### src/rtl/load_store_unit_if.sv
// Core-side request/response and memory-side bus of the load/store unit.
// The slave modport is the unit itself; master is whoever drives the core and models memory.
interface load_store_unit_if;
  logic        req_i;
  logic        we_i;
  logic [1:0]  size_i;
  logic        unsigned_i;
  logic [31:0] addr_i;
  logic [31:0] wdata_i;
  logic        busy_o;
  logic        ack_o;
  logic        err_o;
  logic [31:0] rdata_o;
  logic [31:0] mem_addr_o;
  logic [31:0] mem_data_o;
  logic        mem_read_o;
  logic        mem_write_o;
  logic [31:0] mem_data_i;

  modport slave (
    input  req_i, we_i, size_i, unsigned_i, addr_i, wdata_i, mem_data_i,
    output busy_o, ack_o, err_o, rdata_o, mem_addr_o, mem_data_o, mem_read_o, mem_write_o
  );

  modport master (
    output req_i, we_i, size_i, unsigned_i, addr_i, wdata_i, mem_data_i,
    input  busy_o, ack_o, err_o, rdata_o, mem_addr_o, mem_data_o, mem_read_o, mem_write_o
  );
endinterface

### src/rtl/load_store_unit.sv
// Multi-cycle load/store unit: byte/half/word accesses to a word-wide memory,
// sub-word stores as read-modify-write, sign/zero-extended loads, error rejection.
module load_store_unit #(
  parameter int unsigned MEM_BYTES = 1024
) (
  input logic               clk_i,
  input logic               rst_i,
  load_store_unit_if.slave  bus
);

  typedef enum logic [1:0] {StIdle, StRead, StWrite, StDone} state_e;

  state_e      state_q, state_d;
  logic        we_q, unsigned_q, err_q;
  logic [1:0]  size_q, offset_q;
  logic [15:0] wdata_q;
  logic [31:0] mem_addr_q, mem_data_q, rdata_q;

  logic [2:0]  nbytes;
  logic [32:0] end_addr;
  logic        req_err;
  logic [7:0]  lane_b;
  logic [15:0] lane_h;
  logic [31:0] load_ext, merged;

  // Request check uses a 33-bit sum so addresses near 2^32 cannot wrap into range.
  always_comb begin
    unique case (bus.size_i)
      2'b00:   nbytes = 3'd1;
      2'b01:   nbytes = 3'd2;
      default: nbytes = 3'd4;
    endcase
    end_addr = {1'b0, bus.addr_i} + 33'(nbytes);
    req_err  = (bus.size_i == 2'b11) ||
               (bus.size_i == 2'b01 && bus.addr_i[0]) ||
               (bus.size_i == 2'b10 && bus.addr_i[1:0] != 2'b00) ||
               (end_addr > 33'(MEM_BYTES));
  end

  always_comb begin
    lane_b = bus.mem_data_i[{offset_q, 3'b000} +: 8];
    lane_h = bus.mem_data_i[{offset_q[1], 4'b0000} +: 16];
    unique case (size_q)
      2'b00:   load_ext = unsigned_q ? {24'b0, lane_b} : {{24{lane_b[7]}}, lane_b};
      2'b01:   load_ext = unsigned_q ? {16'b0, lane_h} : {{16{lane_h[15]}}, lane_h};
      default: load_ext = bus.mem_data_i;
    endcase
  end

  always_comb begin
    merged = bus.mem_data_i;
    if (size_q == 2'b00) merged[{offset_q, 3'b000} +: 8] = wdata_q[7:0];
    else                 merged[{offset_q[1], 4'b0000} +: 16] = wdata_q;
  end

  always_comb begin
    state_d = state_q;
    unique case (state_q)
      StIdle: begin
        if (bus.req_i) begin
          if (req_err)                            state_d = StDone;
          else if (bus.we_i && bus.size_i == 2'b10) state_d = StWrite;
          else                                    state_d = StRead;
        end
      end
      StRead:  state_d = we_q ? StWrite : StDone;
      StWrite: state_d = StDone;
      StDone:  state_d = StIdle;
      default: state_d = StIdle;
    endcase
  end

  always_ff @(posedge clk_i or posedge rst_i) begin
    if (rst_i) begin
      state_q    <= StIdle;
      we_q       <= 1'b0;
      unsigned_q <= 1'b0;
      err_q      <= 1'b0;
      size_q     <= 2'b00;
      offset_q   <= 2'b00;
      wdata_q    <= 16'h0;
      mem_addr_q <= 32'h0;
      mem_data_q <= 32'h0;
      rdata_q    <= 32'h0;
    end else begin
      state_q <= state_d;
      unique case (state_q)
        StIdle: begin
          if (bus.req_i) begin
            we_q       <= bus.we_i;
            size_q     <= bus.size_i;
            unsigned_q <= bus.unsigned_i;
            wdata_q    <= bus.wdata_i[15:0];
            offset_q   <= bus.addr_i[1:0];
            mem_addr_q <= {bus.addr_i[31:2], 2'b00};
            err_q      <= req_err;
            if (!req_err && bus.we_i && bus.size_i == 2'b10) mem_data_q <= bus.wdata_i;
          end
        end
        StRead: begin
          if (we_q) mem_data_q <= merged;
          else      rdata_q    <= load_ext;
        end
        default: ;
      endcase
    end
  end

  assign bus.busy_o      = (state_q != StIdle);
  assign bus.ack_o       = (state_q == StDone);
  assign bus.err_o       = (state_q == StDone) && err_q;
  assign bus.mem_read_o  = (state_q == StRead);
  assign bus.mem_write_o = (state_q == StWrite);
  assign bus.rdata_o     = rdata_q;
  assign bus.mem_addr_o  = mem_addr_q;
  assign bus.mem_data_o  = mem_data_q;

endmodule

### src/flat_wrapper.sv
// flat-port wrapper written by rule: the top's interface ports become plain ports
module load_store_unit_flat 
#(
  parameter int unsigned MEM_BYTES = 1024
)
  (clk_i, rst_i, bus_req_i, bus_we_i, bus_size_i, bus_unsigned_i, bus_addr_i, bus_wdata_i, bus_mem_data_i, bus_busy_o, bus_ack_o, bus_err_o, bus_rdata_o, bus_mem_addr_o, bus_mem_data_o, bus_mem_read_o, bus_mem_write_o);
  load_store_unit_if bus_i ();
  input logic clk_i;
  input logic rst_i;
  input wire logic [$bits(bus_i.req_i)-1:0] bus_req_i;
  input wire logic [$bits(bus_i.we_i)-1:0] bus_we_i;
  input wire logic [$bits(bus_i.size_i)-1:0] bus_size_i;
  input wire logic [$bits(bus_i.unsigned_i)-1:0] bus_unsigned_i;
  input wire logic [$bits(bus_i.addr_i)-1:0] bus_addr_i;
  input wire logic [$bits(bus_i.wdata_i)-1:0] bus_wdata_i;
  input wire logic [$bits(bus_i.mem_data_i)-1:0] bus_mem_data_i;
  output wire logic [$bits(bus_i.busy_o)-1:0] bus_busy_o;
  output wire logic [$bits(bus_i.ack_o)-1:0] bus_ack_o;
  output wire logic [$bits(bus_i.err_o)-1:0] bus_err_o;
  output wire logic [$bits(bus_i.rdata_o)-1:0] bus_rdata_o;
  output wire logic [$bits(bus_i.mem_addr_o)-1:0] bus_mem_addr_o;
  output wire logic [$bits(bus_i.mem_data_o)-1:0] bus_mem_data_o;
  output wire logic [$bits(bus_i.mem_read_o)-1:0] bus_mem_read_o;
  output wire logic [$bits(bus_i.mem_write_o)-1:0] bus_mem_write_o;
  assign bus_i.req_i = bus_req_i;
  assign bus_i.we_i = bus_we_i;
  assign bus_i.size_i = bus_size_i;
  assign bus_i.unsigned_i = bus_unsigned_i;
  assign bus_i.addr_i = bus_addr_i;
  assign bus_i.wdata_i = bus_wdata_i;
  assign bus_i.mem_data_i = bus_mem_data_i;
  assign bus_busy_o = bus_i.busy_o;
  assign bus_ack_o = bus_i.ack_o;
  assign bus_err_o = bus_i.err_o;
  assign bus_rdata_o = bus_i.rdata_o;
  assign bus_mem_addr_o = bus_i.mem_addr_o;
  assign bus_mem_data_o = bus_i.mem_data_o;
  assign bus_mem_read_o = bus_i.mem_read_o;
  assign bus_mem_write_o = bus_i.mem_write_o;
  load_store_unit #(.MEM_BYTES(MEM_BYTES)) u_core (.clk_i(clk_i), .rst_i(rst_i), .bus(bus_i));
endmodule
### config.mk
export PLATFORM = sky130hd
export DESIGN_NAME = load_store_unit_flat
export DESIGN_NICKNAME = d
export VERILOG_FILES = /design/src/rtl/load_store_unit_if.sv /design/src/rtl/load_store_unit.sv /design/src/flat_wrapper.sv
export SDC_FILE = /design/constraint.sdc
export NUM_CORES = 1
export LEC_CHECK = 0
export ABC_AREA = 1
export ABC_CLOCK_PERIOD_IN_PS = 8750
export BUFFER_PORTS_ARGS = -buffer_cell sky130_fd_sc_hd__buf_4
export CAP_MARGIN = 10
export CORE_MARGIN = 4
export CORE_UTILIZATION = 35
export CTS_CLUSTER_DIAMETER = 80
export DETAILED_ROUTE_END_ITERATION = 8
export PLACE_DENSITY = 0.6
export SLEW_MARGIN = 5
export SYNTH_ARGS = -nofsm -noshare
export SYNTH_HDL_FRONTEND = slang
export SYNTH_SLANG_ARGS = --single-unit
### constraint.sdc
create_clock -name clk_i -period 8.75 [get_ports clk_i]
set_input_delay 0.4375 -clock clk_i [delete_from_list [all_inputs] [get_ports clk_i]]
set_output_delay 0.4375 -clock clk_i [all_outputs]
set_load 0.02 [all_outputs]
# Yosys cells after proc, flatten, opt, wreduce, memory -nomap -nowiden
# Index checks and enable logic that the tools add are counted.
# W data, S select, Z words.
[totals] regBits=119 out_inout_bits=101
[classes] n_addsub=3 magnitude_cmp=1 n_eq_ne=10 shift=6 mux=16 n_bitwise=1 n_reduce_logical=19
[op_table] operator="$mux W32" n=6
[op_table] operator="$pmux W32 S2" n=2
[op_table] operator="$bwmux W32" n=2
[op_table] operator="$add A32 B3 Y33" n=1
[op_table] operator="$gt A33 B11 Y1 const B" n=1
[op_table] operator="$shift A16 B7 Y32 const A" n=1
[op_table] operator="$shift A8 B7 Y32 const A" n=1
[op_table] operator="$shiftx A16 B7 Y32" n=1
[op_table] operator="$shiftx A32 B6 Y16" n=1
[op_table] operator="$shiftx A32 B6 Y8" n=1
[op_table] operator="$shiftx A8 B7 Y32" n=1
[op_table] operator="$neg A5 Y7" n=2
[op_table] operator="$eq A2 B2 Y1 const B" n=4
[op_table] operator="$pmux W2 S4" n=1
[op_table] operator="$eq A2 B1 Y1 const B" n=3
[op_table] operator="$logic_and A1 B1 Y1" n=6
[op_table] operator="$logic_not A2 Y1" n=3
[op_table] operator="$mux W2" n=3
[op_table] operator="$pmux W3 S2" n=1
[op_table] operator="$reduce_bool A2 Y1" n=3
[op_table] operator="$ne A2 B1 Y1 const B" n=2
[op_table] operator="$reduce_and A2 Y1" n=2
[op_table] operator="$reduce_and A4 Y1" n=1
[op_table] operator="$logic_or A1 B1 Y1" n=3
[op_table] operator="other kinds (4)" n=4

# Logic depth before layout (Yosys ltp)
# Gate-level depths: netlist (run 1).
[logic_depth] word_depth=11 ltp_mapped=21 depth_no_buf=20

# Worst setup path before layout (run 1)
# No wires, ideal clock.
[synth_path] kind="input to register" startpoint="in bus_size_i[1]" endpoint="reg u_core.mem_data_q[0], in the netlist u_core.bus.mem_data_o[0]" setup_ns=0.117 t_arrival_ns=2.585 t_required_ns=8.633 slack_ns=6.048 stages=17 cell_sequence="nor2_1 ha_1 fa_1 or2_2 nor2_1 nand2_1 a21oi_1 nand3_1 o21ai_1 nand2_1 nor2_2 nand4_2 nand2_4 nand2_4 buf_6 nand2_1 nand2_1"
[synth_between] elab_chain_cells=10 word_cells_on_any_way=17
[synth_rtl] element="from (decl)" line_no="flat_wrapper.sv:12" source="input wire logic [$bits(bus_i.size_i)-1:0] bus_size_i;"
[synth_rtl] element="$eq A2 B1 Y1 / $logic_not A2 Y1 (equally long branches)" line_no="load_store_unit.sv:28, load_store_unit.sv:35"
[synth_rtl] element="$pmux W3 S2 / $logic_and A1 B1 Y1 (equally long branches)" line_no="load_store_unit.sv:28, load_store_unit.sv:35"
[synth_rtl] element="$add A32 B3 Y33 / $logic_or A1 B1 Y1 (equally long branches)" line_no="load_store_unit.sv:33, load_store_unit.sv:34"
[synth_rtl] element="$gt A33 B11 Y1 / $logic_or A1 B1 Y1 (equally long branches)" line_no="load_store_unit.sv:37, load_store_unit.sv:35"
[synth_rtl] element="$logic_or A1 B1 Y1" line_no="load_store_unit.sv:36" source="(bus.size_i == 2'b10 && bus.addr_i[1:0] != 2'b00) ||"
[synth_rtl] element="$logic_not A1 Y1" line_no="load_store_unit.sv:97" source="if (!req_err && bus.we_i && bus.size_i == 2'b10) mem_data_q <= bus.wdata_i;"
[synth_rtl] element="$logic_and A1 B1 Y1" line_no="load_store_unit.sv:97"
[synth_rtl] element="$logic_and A1 B1 Y1 (*)" line_no="load_store_unit.sv:97"
[synth_rtl] element="$ne A2 B1 Y1 (no line) (*)"
[synth_rtl] element="$reduce_and A4 Y1 (no line) (*)"
[synth_rtl] element="to (signal assigned)" line_no="load_store_unit.sv:97"
[synth_rtl] element="to (signal assigned)" line_no="load_store_unit.sv:101" source="if (we_q) mem_data_q <= merged;"
[synth_rtl] element="to (decl)" line_no="load_store_unit.sv:17" source="logic [31:0] mem_addr_q, mem_data_q, rdata_q;"
# Mark *: on every way between the ends. The rest lies on a longest branch, timed or not.
# A chain may end at the register's enable or synchronous reset.

# Final worst setup path (run 1)
[layout_path] startpoint="reg u_core.state_q[1]" endpoint="reg u_core.rdata_q[29], in the netlist u_core.bus.rdata_o[29]"
[layout_between] elab_chain_cells=2
[layout_rtl] element="from (decl)" line_no="load_store_unit.sv:13" source="state_e state_q, state_d;"
[layout_rtl] element="from (signal assigned)" line_no="load_store_unit.sv:75" source="state_q <= StIdle;"
[layout_rtl] element="from (signal assigned)" line_no="load_store_unit.sv:86" source="state_q <= state_d;"
[layout_rtl] element="$eq A2 B1 Y1" line_no="load_store_unit.sv:87" source="unique case (state_q)"
[layout_rtl] element="$reduce_and A2 Y1 (no line)"
[layout_rtl] element="to (signal assigned)" line_no="load_store_unit.sv:102" source="else rdata_q <= load_ext;"
[layout_rtl] element="to (decl)" line_no="load_store_unit.sv:17"
# Every way passes these cells.

==> results of run 1 <==
==> placed cells by master, fill, tap and decap left out, drive strengths merged, types with 20 or more instances in the layout <==
cell	instances
nand2	302
buf	207
o21ai	161
inv	131
dfrtp	119
nor2	97
nand3	81
a21oi	53
clkbuf	20
==> per-layer routing <==
| metal | up-vias | GRT usage, % | wire (µm) |
|---|---|---|---|
| met2 | 294 | 36.4 | 12900 |
| met3 | 22 | 6.13 | 2170 |
| met4 | 0 | 4.34 | 311 |
| met1 | 3738 | 28.1 | 11300 |
| met5 | - | 0 | 0 |
| li1 | 4058 | - | - |
==> flip-flops by register name (all words and copies together) (netlist names) <==
name                   cells
u_core.we_q                1
u_core.err_q               1
u_core.bus.rdata_o        32
u_core.bus.mem_addr_o     30
u_core.wdata_q            16
u_core.size_q              2
u_core.bus.mem_data_o     32
u_core.state_q             2
u_core.offset_q            2
u_core.unsigned_q          1
==> power groups by stage <==
stage,Clock [mW],Combinational [mW],Sequential [mW]
4_1_cts,0.727,1.90,1.07
2_1_floorplan,0,1.05,1.22
3_3_place_gp,0,1.87,1.07
5_1_grt,0.752,2.12,1.11
3_5_place_dp,0,1.89,1.07
6_report,0.718,1.91,1.07
==> worst paths after layout <==
| path | start | endpoint | depth (start not counted) |
|---|---|---|---|
| worst max-delay path | u_core.state_q[1]$_DFFE_PP0P_ | u_core.bus.rdata_o[29]$_DFFE_PP0P_ | 8 |
| worst max register to register | u_core.state_q[1]$_DFFE_PP0P_ | u_core.bus.rdata_o[29]$_DFFE_PP0P_ | 8 |
| min in group clk_i | bus_addr_i[2] | u_core.bus.mem_addr_o[2]$_DFFE_PP0P_ | 3 |
| worst min-delay path | rst_i | u_core.bus.mem_addr_o[2]$_DFFE_PP0P_ | 2 |
| worst min register to register | u_core.bus.mem_data_o[24]$_DFFE_PP0P_ | u_core.bus.mem_data_o[24]$_DFFE_PP0P_ | 2 |
| max in group asynchronous | rst_i | u_core.bus.mem_data_o[31]$_DFFE_PP0P_ | 3 |
==> kinds of logic after synthesis <==
group           after synthesis  synth area share [%]
simple gates                511                  28.0
xor+xnor                      3                 0.342
buf+inv                     195                  10.1
fa+ha+maj                    13                  2.22
flops                       119                  38.8
other cells                   1                0.0488
compound gates              282                  20.5
==> per-stage QoR <==
step,hold slack [ns],std cells,cell area (µm²),util (%),power (mW)
after floorplan,0.449,1125,7680,-,2.27
after global placement,0.460,1544,9330,43.8,2.94
after detailed placement,0.461,1544,9330,43.8,2.97
after CTS,0.223,1576,9920,46.6,3.69
after global routing,0.232,1577,9940,46.7,3.98
final,0.197,1577,9940,46.7,3.70
==> layout make-up <==
class / count / area, µm²
Clock inverter: 12 / 154
Inverter: 133 / 502
Timing Repair Buffer: 207 / 1570
Fill cell: 2178 / 11300
Clock buffer: 20 / 437
Multi-Input combinational cell: 811 / 3950
Sequential cell: 119 / 2980
Tap cell: 275 / 344
==> worst max-delay path: stages, from the launching register on <==
cell and delay, ns:
dfrtp_1 0.41, inv_1 0.09, ha_2 0.84, clkinv_1 0.62, nor2_2 0.36, buf_4 0.38
inv_1 0.48, a21oi_1 0.28, a21oi_1 0.09
==> impl_metrics.env, run 1 <==
export IMPL_ios=204
export IMPL_cts_setup_buffers=0
export IMPL_ctsHoldBuffers=0
export IMPL_n_antenna_cell=0
export IMPL_synth_area_um2=7680
export IMPL_synth_edf_count=0
export IMPL_rsz0062_at_grt="false"
export IMPL_die_h_um=156
export IMPL_power_leakage_nw=4.96
export IMPL_ys_ff_latch=119
export IMPL_swShare_pct=46.7
export IMPL_crit_path_end_kind="register"
export IMPL_p_seq_share_pct=28.9
export IMPL_synth_largest_area_cell="dfrtp_1"
export IMPL_ant_nets=0
export IMPL_fin_crit_sh_pct=42.4
export IMPL_gpl_final_weighted_congestion=0.866
export IMPL_die_area_um2=24400
export IMPL_syn_avg_cell_area_um2=6.83
export IMPL_hold_viol=0
export IMPL_worst_slew_pin_slew_ns=1.06
export IMPL_grt_pass1_vias=7750
export IMPL_setup_tns_ns=0
export IMPL_clk_latency_ns=0.42
export IMPL_power_frac_comb_pct=51.7
export IMPL_layout_drive_gt1_share_pct=20.0
export IMPL_clk_pin_slew_worst_paths_ns=0.06
export IMPL_cts_buffer_depth=2
export IMPL_irDropWorstVdd_mv=0.162
export IMPL_cap_viol_max_count=0
export IMPL_rows=53
export IMPL_cts_root_buffer="clkbuf_16"
export IMPL_drc_errors=0
export IMPL_min_path_type="input pin to async pin"
export IMPL_clkPwrFrac_pct=19.4
export IMPL_grt_max_degree=77
export IMPL_routedWlPerCell_um=17.0
export IMPL_reg2reg_slack_ns=5.04
export IMPL_slew_viol_final=0
export IMPL_viasPerCell=5.14
export IMPL_synth_top_area_share_pct=38.8
export IMPL_fin_crit_ns=3.71
export IMPL_yosysMostFrequentCell="nand2_1"
export IMPL_numCtsBuffers=17
export IMPL_worstSetupStartpointType="register"
export IMPL_synth_area_top_cells="dfrtp_1 39%, nand2_1 15%, o21ai_0 10%, inv_1 6.3%, nand3_1 5.2%"
export IMPL_die_w_um=156
export IMPL_grt_usage_pct=21.7
export IMPL_area_growth_pct=29.5
export IMPL_fin_ws_ns=5.04
export IMPL_floorplan_initialDensity_pct=36.1
export IMPL_ys_seq_area_share_pct=38.8
export IMPL_first_pass_iters=5
export IMPL_nets=1405
export IMPL_yosys_warnings=0
export IMPL_cts_tree="yes"
export IMPL_place_ws_ns=4.92
export IMPL_core_um2=21300
export IMPL_cp_max_fo=58
export IMPL_arrival_ns=4.00
export IMPL_grt_pass1_wl_um=41700
export IMPL_synth_common_cells="299 x nand2_1, 157 x o21ai_0, 129 x inv_1"
export IMPL_p_sw_mw=1.73
export IMPL_outcome="complete, no violations"
export IMPL_num_vias=8112
export IMPL_internal_power_mw=1.97
export IMPL_ctsResizeCount=0
export IMPL_fin_skew_ns=0.00782
export IMPL_htree_levels=4
export IMPL_required_ns=9.05
export IMPL_setup_viol=0
export IMPL_fmaxAchievable_mhz=270
export IMPL_antenna_found_initial=0
export IMPL_timing_slew_headroom_pct=29.3
export IMPL_critPathKind="register to register"
export IMPL_port_buffers=201
export IMPL_cts_sinks=119
export IMPL_ys_types=37
export IMPL_synthCells=1124
export IMPL_grt_overflow_total=0
export IMPL_first_iter_violations=607
export IMPL_synth_ff_type="dfrtp_1"
export IMPL_routed_wl_um=26700
export IMPL_power_density_nw_per_um2=372
export IMPL_dp_hpwl_um=20100
export IMPL_synth_async_reset_ratio_pct=100
Note: power is estimated with default switching activity, not from simulation.
==> run 2: changes to the inputs <==
ABC_CLOCK_PERIOD_IN_PS = 3600   (was 8750)
clock period = 3.6 ns   (was 8.75 ns; I/O delays follow)
==> impl_metrics.env, run 2 (synthesis results as in run 1) <==
export IMPL_port_buffers=201
export IMPL_worst_slew_pin_slew_ns=1.00
export IMPL_outcome="complete, no violations"
export IMPL_area_growth_pct=30.2
export IMPL_cp_top_family="simple AND/OR/NAND/NOR gates"
export IMPL_crit_chain="dlygate4sd3_1 -> buf_4 -> ha_1 -> nand2_1 -> nand3_2 -> nand2_1 -> nor2_4 -> nand2_1 -> nor2_2 -> nand3_1 -> nand2_1 -> nand2_1 -> nor2_2 -> nand4_2 -> nand2_4 -> nand2_4 -> nand2_1 -> nand2_1"
export IMPL_cp_common_cell="nand2_1"
export IMPL_cts_tree="yes"
export IMPL_fin_crit_sh_pct=86.0
export IMPL_worstSetupStartpointType="input pin"
export IMPL_crit_path_max_incr_delay_ns=0.54
export IMPL_min_path_type="input pin to register"
export IMPL_arrival_ns=3.41
export IMPL_layout_drive_gt1_share_pct=20.6
export IMPL_htree_levels=4
export IMPL_hold_slack_ns=0.0198
export IMPL_cts_setup_buffers=0
export IMPL_clkPwrFrac_pct=18.9
export IMPL_cts_root_buffer="clkbuf_16"
export IMPL_clk_latency_ns=0.42
export IMPL_placed_area_um2=9390
export IMPL_grt_usage_pct=22.2
export IMPL_p_seq_share_pct=27.2
export IMPL_fin_area_um2=10000
export IMPL_cp_max_fo=33
export IMPL_numCtsBuffers=17
export IMPL_gpl_final_weighted_congestion=0.933
export IMPL_ctsResizeCount=0
export IMPL_ant_nets=0
export IMPL_p_sw_mw=4.24
export IMPL_grt_pass1_wl_um=42600
export IMPL_viasPerCell=5.18
export IMPL_internal_power_mw=4.72
export IMPL_ctsHoldBuffers=3
export IMPL_grt_max_degree=68
export IMPL_core_um2=21300
export IMPL_rsz0062_at_grt="false"
export IMPL_grt_pass1_vias=7921
export IMPL_crit_path_end_kind="register"
export IMPL_timing_slew_headroom_pct=33.2
export IMPL_ios=204
export IMPL_floorplan_initialDensity_pct=36.1
export IMPL_path_buf_inv=2
export IMPL_antenna_found_initial=0
export IMPL_critPathKind="input pin to register"
export IMPL_num_vias=8221
export IMPL_first_iter_violations=542
export IMPL_cp_slowest_cell="dlygate4sd3_1"
export IMPL_power_leakage_nw=4.99
export IMPL_setup_viol=0
export IMPL_routedWlPerCell_um=17.2
export IMPL_die_area_um2=24400
export IMPL_hold_viol=0
export IMPL_die_h_um=156
export IMPL_drc_errors=0
export IMPL_fin_ws_ns=0.504
export IMPL_layout_common_cells="298 x nand2_1, 214 x buf_4, 157 x o21ai_0"
export IMPL_final_util_pct=47.0
export IMPL_grt_overflow_total=0
export IMPL_die_w_um=156
export IMPL_nets=1415
export IMPL_dp_hpwl_um=21000
export IMPL_n_antenna_cell=0
export IMPL_cap_viol_max_count=0
export IMPL_setup_tns_ns=0
export IMPL_power_frac_comb_pct=53.8
export IMPL_cts_buffer_depth=2
export IMPL_slew_viol_final=0
export IMPL_fin_crit_ns=3.10
export IMPL_place_ws_ns=0.402
export IMPL_fin_skew_ns=0.0103
export IMPL_first_pass_iters=5
export IMPL_swShare_pct=47.3
export IMPL_irDropWorstVdd_mv=0.329
export IMPL_routed_wl_um=27300
export IMPL_fmaxAchievable_mhz=323
export IMPL_rows=53
export IMPL_layout_commonest_cell="nand2_1"
export IMPL_cts_sinks=119
export IMPL_required_ns=3.91
export IMPL_power_density_nw_per_um2=896
export IMPL_clk_pin_slew_worst_paths_ns=0.06
## run 2: power by group through the flow
stage                     sequential, mW  combinational [mW]  clock, mW
after global routing                2.52                5.36       1.77
after global placement              2.46                4.76          0
final                               2.44                4.82       1.70
after detailed placement            2.45                4.84          0
after floorplan                     2.96                2.55          0
after CTS                           2.44                4.85       1.72
## run 2: tightest hold or removal path, stage by stage
cell and delay [ns]:
buf_4 0.12, nand2_1 0.06, nand2_1 0.05
## run 2: worst paths after layout
| kind | to | start | depth (start not counted) | slack, ns |
|---|---|---|---|---|
| min in group asynchronous | u_core.bus.mem_addr_o[2]$_DFFE_PP0P_ | rst_i | 3 | 0.46 |
| max in group asynchronous | u_core.bus.rdata_o[2]$_DFFE_PP0P_ | rst_i | 4 | 2.17 |
| max | u_core.bus.mem_data_o[7]$_DFFE_PP0P_ | bus_addr_i[2] | 18 | 0.50 |
| min reg2reg | u_core.bus.mem_data_o[24]$_DFFE_PP0P_ | u_core.bus.mem_data_o[24]$_DFFE_PP0P_ | 2 | 0.47 |
| max reg2reg | u_core.bus.rdata_o[18]$_DFFE_PP0P_ | u_core.state_q[1]$_DFFE_PP0P_ | 8 | 0.86 |
| min | u_core.bus.mem_addr_o[10]$_DFFE_PP0P_ | bus_addr_i[10] | 3 | 0.02 |
## run 2: layer usage
metal | part of all wire (%) | routed length, µm | track usage, %
met1 | 43 | 11600 | 28.9
met2 | 47 | 12900 | 36.6
met3 | 8.4 | 2300 | 5.77
met4 | 1.8 | 486 | 6.16
met5 | 0 | 0 | 0
## run 2: final cells by class
type                    count  area (µm²)
fillers                  2232       11300
multi-input cells         811        3950
flip-flops and latches    119        2980
repair buffers            217        1640
inverters                 133         502
clock buffers              17         425
well taps                 275         344
clock inverters            15         158
## run 2: per-stage QoR
step	std cells	total power, mW
4_1_cts	1587	9.02
3_3_place_gp	1552	7.22
6_report	1587	8.96
2_1_floorplan	1125	5.52
3_5_place_dp	1552	7.29
5_1_grt	1587	9.66
==> run 3: changes to the inputs <==
HOLD_SLACK_MARGIN = 0.08   (was default)
==> impl_metrics.env, run 3 (synthesis results as in run 1) <==
export IMPL_crit_path_end_kind="register"
export IMPL_fin_area_um2=10300
export IMPL_cts_buffer_depth=2
export IMPL_fin_crit_sh_pct=86.3
export IMPL_cp_max_fo=33
export IMPL_die_w_um=156
export IMPL_power_mw=8.98
export IMPL_num_vias=8273
export IMPL_fmaxAchievable_mhz=322
export IMPL_min_path_type="input pin to register"
export IMPL_power_leakage_nw=5.11
export IMPL_fin_skew_ns=0.00825
export IMPL_place_ws_ns=0.402
export IMPL_first_iter_violations=535
export IMPL_required_ns=3.91
export IMPL_r2r_start="u_core.state_q[1]$_DFFE_PP0P_"
export IMPL_layout_drive_gt1_share_pct=20.1
export IMPL_grt_max_degree=68
export IMPL_area_growth_pct=34.0
export IMPL_fin_ws_ns=0.494
export IMPL_ff2ff_path_depth=8
export IMPL_cts_tree="yes"
export IMPL_dp_hpwl_um=21000
export IMPL_worst_slew_pin_slew_ns=1.01
export IMPL_drc_errors=0
export IMPL_cap_viol_max_count=0
export IMPL_antenna_found_initial=0
export IMPL_numCtsBuffers=17
export IMPL_clk_pin_slew_worst_paths_ns=0.06
export IMPL_rsz0062_at_grt="false"
export IMPL_outcome="complete, no violations"
export IMPL_die_h_um=156
export IMPL_critPathKind="input pin to register"
export IMPL_die_area_um2=24400
export IMPL_grt_overflow_total=0
export IMPL_hold_viol=0
export IMPL_slew_viol_final=0
export IMPL_floorplan_initialDensity_pct=36.1
export IMPL_port_buffers=201
export IMPL_grt_pass1_wl_um=42900
export IMPL_grt_pass1_vias=8045
export IMPL_placed_area_um2=9390
export IMPL_setup_viol=0
export IMPL_final_util_pct=48.3
export IMPL_reg2reg_slack_ns=0.86
export IMPL_core_um2=21300
export IMPL_ios=204
export IMPL_layout_common_cells="298 x nand2_1, 214 x buf_4, 157 x o21ai_0"
export IMPL_routedWlPerCell_um=17.0
export IMPL_power_density_nw_per_um2=872
export IMPL_routed_wl_um=27400
export IMPL_crit_start="bus_addr_i[2]"
export IMPL_clk_latency_ns=0.42
export IMPL_crit_path_end="u_core.bus.mem_data_o[7]$_DFFE_PP0P_"
export IMPL_setup_tns_ns=0
export IMPL_ant_nets=0
export IMPL_cts_root_buffer="clkbuf_16"
export IMPL_irDropWorstVdd_mv=0.328
export IMPL_fin_crit_ns=3.11
export IMPL_grt_usage_pct=22.3
export IMPL_cts_setup_buffers=0
export IMPL_worstSetupStartpointType="input pin"
export IMPL_first_pass_iters=8
export IMPL_rows=53
export IMPL_n_antenna_cell=0
export IMPL_cts_sinks=119
export IMPL_timing_slew_headroom_pct=32.7
export IMPL_arrival_ns=3.41
export IMPL_htree_levels=4
export IMPL_viasPerCell=5.12
export IMPL_layout_commonest_cell="nand2_1"
export IMPL_nets=1444
export IMPL_gpl_final_weighted_congestion=0.933
export IMPL_rr_endpoint="u_core.bus.rdata_o[27]$_DFFE_PP0P_"
==> run 3: cell count changes in the layout (fill, tap and decap cells not counted) <==
cell,delta
dlygate4sd3_1,+29
==> run 3: metal layers <==
layer | track usage (%) | wire, µm
met3 | 5.44 | 2110
met1 | 29.2 | 11700
met5 | 0 | 0
met4 | 6.36 | 478
met2 | 36.7 | 13100
==> run 3: worst min-delay path by stage <==
stage	slack, ns	start	endpoint	depth (start not counted)
after floorplan	0.29	bus_addr_i[10]	u_core.bus.mem_addr_o[10]$_DFFE_PP0P_	2
after global placement	0.39	rst_i	u_core.bus.mem_addr_o[2]$_DFFE_PP0P_	2
after detailed placement	0.39	rst_i	u_core.bus.mem_addr_o[2]$_DFFE_PP0P_	2
after CTS	0.08	bus_addr_i[1]	u_core.offset_q[1]$_DFFE_PP0P_	3
after global routing	0.09	bus_addr_i[16]	u_core.bus.mem_addr_o[16]$_DFFE_PP0P_	3
final	0.10	bus_addr_i[1]	u_core.offset_q[1]$_DFFE_PP0P_	3
==> run 3: per-stage QoR <==
step	hold slack, ns	instances
global placement	0.388	1552
floorplan	0.290	1125
finish	0.101	1616
global route	0.0937	1616
CTS	0.0812	1616
detailed placement	0.391	1552
==> run 3: critical path, stage by stage <==
cell and delay, ns:
dlygate4sd3_1 0.54, buf_4 0.14, ha_1 0.38, nand2_1 0.11
nand3_2 0.18, nand2_1 0.16, nor2_4 0.14, nand2_1 0.09
nor2_2 0.16, nand3_1 0.10, nand2_1 0.08, nand2_1 0.06
nor2_2 0.11, nand4_2 0.15, nand2_4 0.31, nand2_4 0.28
nand2_1 0.15, nand2_1 0.06
==> run 3: cell type report <==
cell class                 count  area (µm²)
clock buffer                  17         425
clock inverter                15         158
fill                        2204       11000
multi-input combinational    811        3950
tap                          275         344
timing repair buffer         246        1930
inverter                     133         502
sequential                   119        2980
==> run 3: timing repair <==
action | 4_1_cts | 5_1_grt
hold endpoints to repair | 92 | 0
endpoints found under the setup margin | 0 | 0
resized for setup | 0 | 0
hold buffers | 32 | 0
==> run 3: power breakdown <==
part	leakage [nW]	switching (mW)	internal, mW
clock	0.263	0.675	1.02
sequential	1.46	0.437	2.00
combinational	3.39	3.13	1.72
total	5.11	4.24	4.74
